File: src/rtl/hazard_scoreboard.sv
// hazard_scoreboard
//
// Hazard unit for an in-order five-stage RISC-V pipeline. It provides
// single-cycle forwarding, load-use stalls and branch flushes. A register
// scoreboard holds decode while any register it reads or writes is still
// owned by a variable-latency unit, such as the iterative divider.
//
// Long-op protocol: long_issue_e and long_done are single-cycle strobes
// with no backpressure. An issue is accepted on the rising edge of every
// cycle in which long_issue_e is high, rd_e != 0 and fewer than MAXOUT ops
// are in flight. A completion is accepted on every cycle in which long_done
// is high and long_rd_done is a pending register. Any other completion sets
// the sticky sb_err flag and changes no other state.
//
// Ports
//   clk, rst_n                  clock, asynchronous active-low reset
//   rs1_d, rs2_d, rd_d          decode-stage sources / destination
//   regwrite_d, long_d          decode writes rd / decode is a long op
//   rs1_e, rs2_e, rd_e          execute-stage registers
//   load_e                      execute instruction is a load
//   long_issue_e                execute instruction dispatched to a long unit
//   rd_m, regwrite_m            memory-stage destination / write enable
//   rd_w, regwrite_w            writeback-stage destination / write enable
//   pcsrc_e                     taken branch/jump resolved in execute
//   long_done, long_rd_done     long unit writes long_rd_done this cycle
//   stall_f, stall_d            fetch/decode hold
//   flush_d, flush_e            decode/execute bubble insertion
//   forwarda, forwardb          00 regfile, 10 from M, 01 from W
//   pending                     scoreboard bits (bit 0 always 0)
//   outstanding                 long ops in flight
//   sb_err                      sticky: completion for a non-pending register

module hazard_scoreboard #(
    parameter  int NREG   = 32,
    parameter  int MAXOUT = 4,
    localparam int AW     = $clog2(NREG),
    localparam int OW     = $clog2(MAXOUT + 1)
) (
    input  logic            clk,
    input  logic            rst_n,
    input  logic [AW-1:0]   rs1_d,
    input  logic [AW-1:0]   rs2_d,
    input  logic [AW-1:0]   rd_d,
    input  logic            regwrite_d,
    input  logic            long_d,
    input  logic [AW-1:0]   rs1_e,
    input  logic [AW-1:0]   rs2_e,
    input  logic [AW-1:0]   rd_e,
    input  logic            load_e,
    input  logic            long_issue_e,
    input  logic [AW-1:0]   rd_m,
    input  logic [AW-1:0]   rd_w,
    input  logic            regwrite_m,
    input  logic            regwrite_w,
    input  logic            pcsrc_e,
    input  logic            long_done,
    input  logic [AW-1:0]   long_rd_done,
    output logic            stall_f,
    output logic            stall_d,
    output logic            flush_d,
    output logic            flush_e,
    output logic [1:0]      forwarda,
    output logic [1:0]      forwardb,
    output logic [NREG-1:0] pending,
    output logic [OW-1:0]   outstanding,
    output logic            sb_err
);

    // Looks up one bit of a register-indexed vector. Indices at or above
    // NREG read as 0, which keeps a non-power-of-two NREG safe.
    function automatic logic bit_at(input logic [NREG-1:0] vec,
                                    input logic [AW-1:0]   idx);
        logic r;
        r = 1'b0;
        for (int i = 0; i < NREG; i++) begin
            if (idx == AW'(i)) r = vec[i];
        end
        return r;
    endfunction

    // Builds a one-hot vector for a register index. Index 0 never
    // produces a bit, because x0 is never tracked.
    function automatic logic [NREG-1:0] onehot_nz(input logic [AW-1:0] idx);
        logic [NREG-1:0] r;
        r = '0;
        for (int i = 1; i < NREG; i++) begin
            if (idx == AW'(i)) r[i] = 1'b1;
        end
        return r;
    endfunction

    // Forwarding select for one execute-stage source. M wins over W.
    function automatic logic [1:0] fwd_sel(input logic [AW-1:0] src);
        logic [1:0] r;
        r = 2'b00;
        if (regwrite_m && (rd_m != '0) && (rd_m == src)) begin
            r = 2'b10;
        end else if (regwrite_w && (rd_w != '0) && (rd_w == src)) begin
            r = 2'b01;
        end
        return r;
    endfunction

    logic [NREG-1:0] pending_q;
    logic [OW-1:0]   outstanding_q;
    logic            sb_err_q;

    logic [NREG-1:0] issue_vec;
    logic [NREG-1:0] done_vec;
    logic [NREG-1:0] pending_view;
    logic            issue_ok;
    logic            done_ok;
    logic            at_cap;
    logic            lwstall;
    logic            sbstall;
    logic            capstall;
    logic            hold;
    logic [NREG-1:0] pending_nxt;
    logic [OW-1:0]   outstanding_nxt;

    // Scoreboard next state
    always_comb begin
        issue_vec       = onehot_nz(rd_e);
        done_vec        = onehot_nz(long_rd_done);
        at_cap          = (outstanding_q == OW'(MAXOUT));
        issue_ok        = long_issue_e && (rd_e != '0) && !at_cap;
        // A completion is valid only for a register that is currently
        // pending. done_vec is zero for x0, so x0 always counts as invalid.
        done_ok         = long_done && ((done_vec & pending_q) != '0);

        // The clear is applied before the set. An issue and a completion
        // on the same register therefore leave the bit set.
        pending_nxt     = pending_q;
        if (done_ok)  pending_nxt = pending_nxt & ~done_vec;
        if (issue_ok) pending_nxt = pending_nxt | issue_vec;

        outstanding_nxt = outstanding_q;
        if (issue_ok && !done_ok) begin
            outstanding_nxt = outstanding_q + OW'(1);
        end else if (done_ok && !issue_ok && (outstanding_q != '0)) begin
            outstanding_nxt = outstanding_q - OW'(1);
        end
    end

    always_ff @(posedge clk or negedge rst_n) begin
        if (!rst_n) begin
            pending_q     <= '0;
            outstanding_q <= '0;
            sb_err_q      <= 1'b0;
        end else begin
            pending_q     <= pending_nxt;
            outstanding_q <= outstanding_nxt;
            if (long_done && !done_ok) sb_err_q <= 1'b1;
        end
    end

    // Stall / flush / forwarding
    always_comb begin
        // A long op in E whose destination is read in D has not set its
        // pending bit yet. Folding the issuing destination in here covers
        // the E-to-D RAW case without waiting a cycle.
        pending_view = pending_q;
        if (long_issue_e) pending_view = pending_view | issue_vec;

        lwstall  = load_e && (rd_e != '0) && ((rd_e == rs1_d) || (rd_e == rs2_d));
        sbstall  = bit_at(pending_view, rs1_d)
                 || bit_at(pending_view, rs2_d)
                 || (regwrite_d && bit_at(pending_view, rd_d));
        capstall = long_d && at_cap;
        // The instruction in D is discarded on a taken branch, so holding it is pointless.
        hold     = (lwstall || sbstall || capstall) && !pcsrc_e;

        stall_f  = hold;
        stall_d  = hold;
        flush_d  = pcsrc_e;
        flush_e  = hold || pcsrc_e;
        forwarda = fwd_sel(rs1_e);
        forwardb = fwd_sel(rs2_e);
    end

    assign pending     = pending_q;
    assign outstanding = outstanding_q;
    assign sb_err      = sb_err_q;

endmodule

File: config.mk
export PLATFORM = sky130hd
export DESIGN_NAME = hazard_scoreboard
export DESIGN_NICKNAME = d
export VERILOG_FILES = /design/src/rtl/hazard_scoreboard.sv
export SDC_FILE = /design/constraint.sdc
export NUM_CORES = 1
export LEC_CHECK = 0
export ABC_CLOCK_PERIOD_IN_PS = 3220
export BUFFER_PORTS_ARGS = -buffer_cell sky130_fd_sc_hd__buf_2
export CAP_MARGIN = 10
export CORE_ASPECT_RATIO = 1.75
export CORE_UTILIZATION = 57
export DETAILED_ROUTE_END_ITERATION = 10
export PLACE_DENSITY = 0.83
export SLEW_MARGIN = 10
export SYNTH_ARGS = -nofsm -noshare
export SYNTH_HDL_FRONTEND = slang
export SYNTH_SLANG_ARGS = --single-unit
File: constraint.sdc
create_clock -name clk -period 3.22 [get_ports clk]
set_input_delay 0.161 -clock clk [delete_from_list [all_inputs] [get_ports clk]]
set_output_delay 0.161 -clock clk [all_outputs]
set_load 0.01 [all_outputs]
Yosys cells after proc, flatten, opt, wreduce, memory -nomap -nowiden
Index checks and enable logic that the tools add are counted.
- reductions and logical operators: 37
- multiplexer cells: 167
- equality and inequality tests: 162
- add/subtract/negate cells: 2
- bitwise gates (word level): 5
- multipliers: 0
- div/mod/pow operators: 0
- shift operators: 0
- $lt $le $gt $ge: 0
- operators by type and width (kind ; count):
    $eq 5x5->1 const B ; 80
    $eq 5x4->1 const B ; 40
    $mux 1 ; 160
    $eq 5x3->1 const B ; 20
    $mux 32 ; 3
    $and 32x32->32 ; 2
    $or 32x32->32 ; 2
    $eq 5x2->1 const B ; 10
    $not 32->32 ; 1
    $reduce_bool 32->1 ; 1
    $eq 5x5->1 ; 6
    $eq 5x1->1 const B ; 5
    $logic_and 1x1->1 ; 18
    $logic_not 5->1 ; 3
    $reduce_bool 5->1 ; 3
    $logic_or 1x1->1 ; 6
    $mux 3 ; 2
    $logic_not 1->1 ; 4
    $mux 2 ; 2
    $add 3x1->3 const B ; 1
    $eq 3x3->1 const B ; 1
    $reduce_bool 3->1 ; 1
    $sub 3x1->3 const B ; 1
    $reduce_bool 2->1 ; 1
- RAM bits: 0
- output and inout port bits: 44
- bits in latches: 0
- register bits: 36
- word-level logic and storage cells: 376
- ROM bits: 0
- memories: 0

Depth between registers and ports, before layout
Gate-level depths: netlist (run 1).
- depth in word-level cells: 42
- mapped depth: 15

Worst setup path before layout (run 1)
Ideal clock, no wire load.
- path type: register to register
- start point: reg pending_q[30], in the netlist pending[30]
- end point: reg outstanding_q[2], in the netlist outstanding[2]
- path slack: 0.520 ns
- cell stages (with the launch flop): 14
- setup time: 0.079 ns
- arrival time: 2.621 ns
- cells stage by stage: dfrtp_1 > mux2_2 > a22oi_1 > mux2i_1 > a221oi_2 > o211ai_1 > nand2_1 > buf_6 > buf_6 > nand2_1 > fa_1 > and2_1 > mux2_4 > mux2i_1
- word-level cells in the longest chain between the ends: 6
- elaborated cells between the ends (all ways): 9
- those cells by class: mux (1); bitwise (1); reduce/logical (7)
- ends and longest elaborated chain (element ; line ; source):
    start, declared ; 104 ; logic [NREG-1:0] pending_q;
    start signal, assigned ; 151 ; pending_q <= pending_nxt;
    $and 32x32->32 (*) ; 129 ; done_ok = long_done && ((done_vec & pending_q) != '0);
    $reduce_bool 32->1 (*) ; 129 ;
    $logic_and 1x1->1 (*) ; 129 ;
    $logic_not 1->1 or $logic_and 1x1->1 (tied branches) ; 138, 140 ;
    $logic_and 1x1->1 (on tied branches) ; 138, 140 ;
    $mux 3 or $reduce_bool 2->1 (tied branches) ; n/a ;
    end signal, assigned ; 152 ; outstanding_q <= outstanding_nxt;
    end, declared ; 105 ; logic [OW-1:0] outstanding_q;
Mark *: on every way between the ends. The rest lies on a longest branch, timed or not.
A chain may end at the register's enable or synchronous reset.

Worst setup path in the final report (run 1)
- start point: in rd_e[1]
- end point: out stall_f
- word-level cells in the longest chain between the ends: 40
- elaborated cells between the ends (all ways): 169
- those cells by class: eq/ne (33); mux (125); bitwise (1); reduce/logical (10)
- ends and longest elaborated chain (element ; line ; source):
    start, declared ; 48 ; input logic [AW-1:0] rd_e,
    $eq 5x1->1 ; 87 ; if (idx == AW'(i)) r[i] = 1'b1;
    $mux 1 ; 87 ;
    $or 32x32->32 ; 163 ; if (long_issue_e) pending_view = pending_view | issue_vec;
    $mux 32 ; 163 ;
    $mux 1 (31 in series) ; 76 ; if (idx == AW'(i)) r = vec[i];
    $logic_or 1x1->1 or $logic_and 1x1->1 (tied branches) ; 167, 168 ;
    $logic_or 1x1->1 ; 168 ; || (regwrite_d && bit_at(pending_view, rd_d));
    $logic_or 1x1->1 (*) (2 in series) ; 171 ; hold = (lwstall || sbstall || capstall) && !pcsrc_e;
    $logic_and 1x1->1 (*) ; 171 ;
    end, declared ; 58 ; output logic stall_f,
Marks and branches as above.

==> metrics, run 1 <==
status finished, final reports clean; Final Worst Setup Slack 0.3258 ns; HPWL Detailed about 15000 um; Max VDD drop 0.0007294 V; Core ar. 7855 um^2; DR WL/cell about 26 um; fin crit period 2.894 ns; GRT overflow 0; CTS Buf Count 5; Vias/cell ~7.4; Hold Crit Class primary input to flip-flop; IO Port Bufs between 90 and 100; Tot Pwr 0.003117 W; Diodes inserted 0; family with the most delay on the worst path simple AND/OR/NAND/NOR gates; unrepaired setup endpoints after global routing no; DP Cell Count around 770; Ys Warns 0; Yosys reg bits 35; Register Area about 880 um^2; kind of critical path primary input to output port; Final Hold Violating Endpoints 0; Comb pwr share between 50 and 60%; initial core utilization 58.57%; P_leak around 2.1 nW; CTS resizes 0; Worst Path Arrival about 2.7 ns; EDFF count, synth 0; maximum clock rate between 300 and 400 MHz; Crit path buffers/inverters 2; Switching Share 50.44%; most used cell, CP buf_2; Max Root-Sink Buffers 2; Worst path max stage delay approximately 0.53 ns; first-pass GRT wire length between 30000 and 40000 um; Routability Congestion between 1 and 1.5; multi-input logic area around 3400 um^2; top-count cell post-synth o21ai_0; H-tree Lvls 2; cell taking the most area after synthesis dfrtp_1; Worst-Skew Late Latency around 0.28 ns; Util after Layout approximately two thirds; Power Internal roughly 0.0015 W; largest net degree at the start of global routing 38; Setup crit start kind primary input; synthesized instance count between 600 and 700; PwrDens 598.7 nW/um^2; final wirelength between 20000 and 25000 um; Root Buffer clkbuf_16; Die Wd 69.92 um; Slowest cell on crit path and2_1; Final period util about 90%; # rows 43; layout cells sized above 1 a little under a quarter; clock share of power 16.1%; DR iter-0 viols approximately 1100; Setup WS pre-CTS around 0.34 ns; register share of total power a little under a third; final net count 748; Die H about 120 um; syn avg cell area between 7 and 8 um^2; all-layer global routing usage between 40% and 50%; clk_skew 0.002165 ns; maxcap violations 0; Cell variety after synth 76; post-synthesis cell area roughly 4600 um^2; clk sink count 35; vias roughly 5800; Slew Limit Fails 0; syn_nets between 600 and 700; synth top area cells dfrtp_1 (19%), o21ai_0 (8.2%), nand2_1 (4.5%), xor2_1 (4.2%), a21oi_1 (3.9%); most instantiated cells after synthesis o21ai_0 (75), nand2_1 (55), a21oi_1 (36), nand3_1 (36), dfrtp_1 (35); Total Die Area between 8000 and 9000 um^2; sequential share of the synthesized area between 10% and 20%; Antenna Nets Post-Route 0; Slew @ Worst Pin 0.8124 ns; share of the synthesized area in the top cell type 19.04%; Critical Path End Type output port; CTS tree built; crit-path max FO 19; post-route setup TNS 0 ns; DR DRC count 0; worst-path cell chain buf_2, and2_1, a2111oi_0, a221o_1, or3_1, a221oi_2, o21ai_1, nand4_1, and2b_1, buf_2; clock-pin slew on the worst setup and hold paths roughly 0.06 ns; initial antenna violation count 0; ys flop type dfrtp_1; final-report setup violation count 0; Post-synth ARST share 100.0%; Top-Level Pins 99; Switch Pwr about 0.0016 W; Max transition margin a little under half; fin cells roughly 800; vias in the first global route approximately 5500; Layout area overhead 13.16%; Worst Path Required 3.06 ns; final-layout fill cell count about 740; Initial DRT Pass Iterations 6
-- power groups by stage --
stage,combinational (W),clock (W),sequential (W)
floorplan,0.000810,0,0.000895
global route,0.00171,0.000515,0.000978
CTS,0.00156,0.000501,0.000948
global placement,0.00151,0,0.000952
finish,0.00163,0.000502,0.000990
detailed placement,0.00155,0,0.000957
-- worst paths after layout --
kind / from / endpoint / slack, ns / cells past startpoint
hold / removal: long_done / sb_err$_DFFE_PN0P_ / 0.15 / 3
setup reg to reg: pending[3]$_DFF_PN0_ / outstanding[2]$_DFFE_PN0P_ / 0.35 / 11
hold reg to reg: sb_err$_DFFE_PN0P_ / sb_err$_DFFE_PN0P_ / 0.49 / 1
setup / recovery: rd_e[1] / stall_f / 0.33 / 10
min in group asynchronous: rst_n / pending[27]$_DFF_PN0_ / 0.50 / 2
max in group asynchronous: rst_n / pending[6]$_DFF_PN0_ / 2.19 / 2
-- state kept, by name, indices dropped and copies added, names as in the netlist --
signal and count:
pending 31, outstanding 3, sb_err 1
-- cells in the final DEF (no fill, tap or decap), drive strengths merged, types with 15 or more instances in the layout --
cell type,instances
buf,118
dfrtp,35
nand3,36
xor2,22
o21ai,79
nor2b,15
a21oi,38
nor2,32
mux2i,18
nand2,55
-- per-layer routing --
metal  vias up  GRT usage, %  wire length [um]
met2       515         80.47              9507
met5         -             0                 0
met4         0         41.25              2273
met1      2658         52.11              6551
li1       2484             -                 -
met3       157         5.731              1918
-- final cells by class --
cell class	instances	share of cell area, %
flip-flops and latches	35	16.82
repair buffers	119	12.55
multi-input cells	517	64.48
inverters	14	1.009
clock inverters	2	0.3124
well taps	90	2.163
clock buffers	6	2.668
-- stage by stage --
step | cell area (um^2) | hold WS (ns)
after floorplan | 4601 | -0.1346
after global placement | 5041 | 0.2759
after detailed placement | 5041 | 0.2935
after CTS | 5206 | 0.1411
after global routing | 5206 | 0.1448
final | 5206 | 0.1480
-- logic make-up (layout without fill, tap and decap cells) --
| logic type | after synthesis | after routing | synth area share [%] |
|---|---|---|---|
| multiplexers | 30 | 30 | 6.935 |
| other | 1 | 1 | 0.08151 |
| buffers and inverters | 70 | 141 | 7.996 |
| AO/OA/AOI/OAI | 217 | 217 | 30.71 |
| AND/OR/NAND/NOR | 235 | 235 | 28.53 |
| XOR/XNOR | 33 | 33 | 6.282 |
| adder cells (fa/ha/maj) | 1 | 1 | 0.4352 |
| flip-flops | 35 | 35 | 19.04 |
-- repair_timing --
item,CTS,global route
endpoints found under the hold margin,32,0
setup buffers,0,0
hold buffers,1,0
-- worst register-to-register path, cell delays in order, from the launching register on --
cell and delay, ns:
dfrtp_1 0.53, mux2_2 0.33, a22oi_1 0.14, o21ai_1 0.10
a221oi_2 0.26, o211ai_1 0.18, nand2_1 0.16, nand2_1 0.09
fa_1 0.42, and2_1 0.17, mux2_4 0.26, mux2i_1 0.16
No activity file was read; power rests on OpenSTA's default activity.
==> run 2: changes to the inputs <==
CELL_PAD_IN_SITES_DETAIL_PLACEMENT = 0   (was default)
CELL_PAD_IN_SITES_GLOBAL_PLACEMENT = 1   (was default)
CORE_UTILIZATION = 41   (was 57)
PLACE_DENSITY = default   (was 0.83)
PLACE_DENSITY_LB_ADDON = 0.1   (was default)
SKIP_CTS_REPAIR_TIMING = 1   (was default)
==> run 2 against run 1 <==
The run now ends with hold timing left; wire length up 12%; via count down 1.3%; setup slack worse by 0.094 ns; total power up 3.5%; combinational power about the same; die area up 38%; fmax down 3.2%; sequential share of layout area down 0.40 points; non-clock buffer count up 7; critical path type is now flip-flop to output port; critical endpoint is now flush_e.
==> metrics, run 2 (synthesis results as in run 1) <==
status finished, violations left (was finished, final reports clean); failing checks hold timing; Routability Congestion 1.088 (was 1.102); commonest non-fill, non-tap cells in the layout buf_2 (97), o21ai_0 (75), nand2_1 (55) (unchanged); initial core utilization 42.51% (was 58.57%); Diodes inserted 0 (unchanged); Critical Path End Type output port (unchanged); first-pass GRT wire length 33600 um (was 30670 um); clock-pin slew on the worst setup and hold paths 0.06 ns (about the same); Final period util 92.81% (was 89.88%); final-report setup violation count 0 (unchanged); Setup crit start kind flip-flop (was primary input); DR WL/cell 27.22 um (was 25.86 um); Largest register FFs 31 (unchanged); IO Port Bufs 97 (unchanged); fin crit period 2.988 ns (was 2.894 ns); clk_skew 0.003507 ns (was 0.002165 ns); Antenna Nets Post-Route 0 (unchanged); Slew Limit Fails 0 (unchanged); Slew @ Worst Pin 0.8610 ns (was 0.8124 ns); # rows 50 (was 43); unrepaired setup endpoints after global routing no (unchanged); H-tree Lvls 2 (unchanged); Layout area overhead 15.91% (was 13.16%); Final Hold Violating Endpoints 35 (was 0); Core ar. 10820 um^2 (was 7855 um^2); Hold Crit Class primary input to async pin (was primary input to flip-flop); final-layout fill cell count 1156 (was 737); worst hold slack -0.03836 ns (was 0.1480 ns); Worst-Skew Late Latency 0.29 ns (was 0.28 ns); vias 5736 (was 5814); final wirelength 22590 um (was 20250 um); HPWL Detailed 16880 um (was 14740 um); Worst Path Arrival 2.83 ns (was 2.73 ns); all-layer global routing usage 40.45% (was 47.68%); largest net degree at the start of global routing 38 (unchanged); Vias/cell 6.911 (was 7.425); Die Wd 82.08 um (was 69.92 um); initial antenna violation count 0 (unchanged); CTS Buf Count 5 (unchanged); Die H 142.1 um (was 120.9 um); Worst R2R End outstanding[2]$_DFFE_PN0P_ (unchanged); Max VDD drop 0.0006663 V (was 0.0007294 V); CTS tree built (unchanged); DR iter-0 viols 514 (was 1125); flop-to-flop setup slack 0.33 ns (was 0.35 ns); PwrDens 605.0 nW/um^2 (was 598.7 nW/um^2); DR DRC count 0 (unchanged); maxcap violations 0 (unchanged); crit-path max FO 7 (was 19); maximum clock rate 334.6 MHz (was 345.5 MHz); Worst Path Required 3.06 ns (about the same); FF-to-FF Start pending[28]$_DFF_PN0_ (was pending[3]$_DFF_PN0_); post-route setup TNS 0 ns (unchanged); commonest non-fill, non-tap cell in the layout buf_2 (unchanged); clk sink count 35 (unchanged); kind of critical path flip-flop to output port (was primary input to output port); Critical Path Source pending[11]$_DFF_PN0_ (was rd_e[1]); final net count 755 (was 748); Root Buffer clkbuf_16 (unchanged); Max Root-Sink Buffers 2 (unchanged); R2R depth 11 (unchanged); Total Die Area 11670 um^2 (was 8449 um^2); Max transition margin 42.19% (was 45.84%); P_leak 2.173 nW (was 2.123 nW); GRT overflow 0 (unchanged); Top-Level Pins 99 (unchanged); layout cells sized above 1 23.57% (was 22.51%); Initial DRT Pass Iterations 5 (was 6); vias in the first global route 5575 (was 5471)
## run 2: per-layer routing
layer  vias up  global-route usage [%]  share of wire [%]
met5         -                       0                  0
met1      2732                   42.68                 34
met3       138                   8.013                7.3
met4         0                   31.58                9.6
li1       2498                       -                  -
met2       368                   67.90                 49
## run 2: area by class of cell
cell class | instances | area (um^2) | area share (%)
flip-flops and latches | 35 | 875.8 | 16.42
clock buffers | 6 | 138.9 | 2.604
inverters | 14 | 52.55 | 0.9855
clock inverters | 2 | 38.79 | 0.7274
well taps | 130 | 162.7 | 3.050
repair buffers | 126 | 703.2 | 13.19
multi-input cells | 517 | 3361 | 63.02
## run 2: how the worst max path moves through the flow
stage	to	slack [ns]
after global placement	outstanding[1]$_DFFE_PN0P_	0.30
after global routing	flush_e	0.12
after floorplan	outstanding[2]$_DFFE_PN0P_	0.52
final	flush_e	0.23
after CTS	outstanding[2]$_DFFE_PN0P_	0.34
after detailed placement	outstanding[1]$_DFFE_PN0P_	0.25
## run 2: metrics by stage
step                      util, %  power (W)  std cells  area, um^2  worst slack (ns)
after floorplan                 -   0.001705        622        4601            0.5200
after global placement      47.60   0.002536        822        5151            0.2954
after detailed placement    47.60   0.002552        822        5151            0.2540
after CTS                   49.24   0.003155        830        5329            0.3363
after global routing        49.27   0.003371        830        5333            0.1240
final                       49.27   0.003226        830        5333            0.2316
## run 2: critical path, stage by stage, from the launching register on
cell and delay, ns:
dfrtp_1 0.58, mux2_2 0.36, a311oi_1 0.25, a311oi_1 0.12
a2111oi_2 0.26, a31oi_1 0.16, o21ai_2 0.28, nand4_1 0.16
or2_1 0.23, buf_2 0.14
## run 2: where the power goes
| part | internal, W | switching (W) |
|---|---|---|
| Clock | 0.000389 | 0.000210 |
| Combinational | 0.000646 | 0.00101 |
| Sequential | 0.000610 | 0.000362 |
| Total | 0.00165 | 0.00158 |
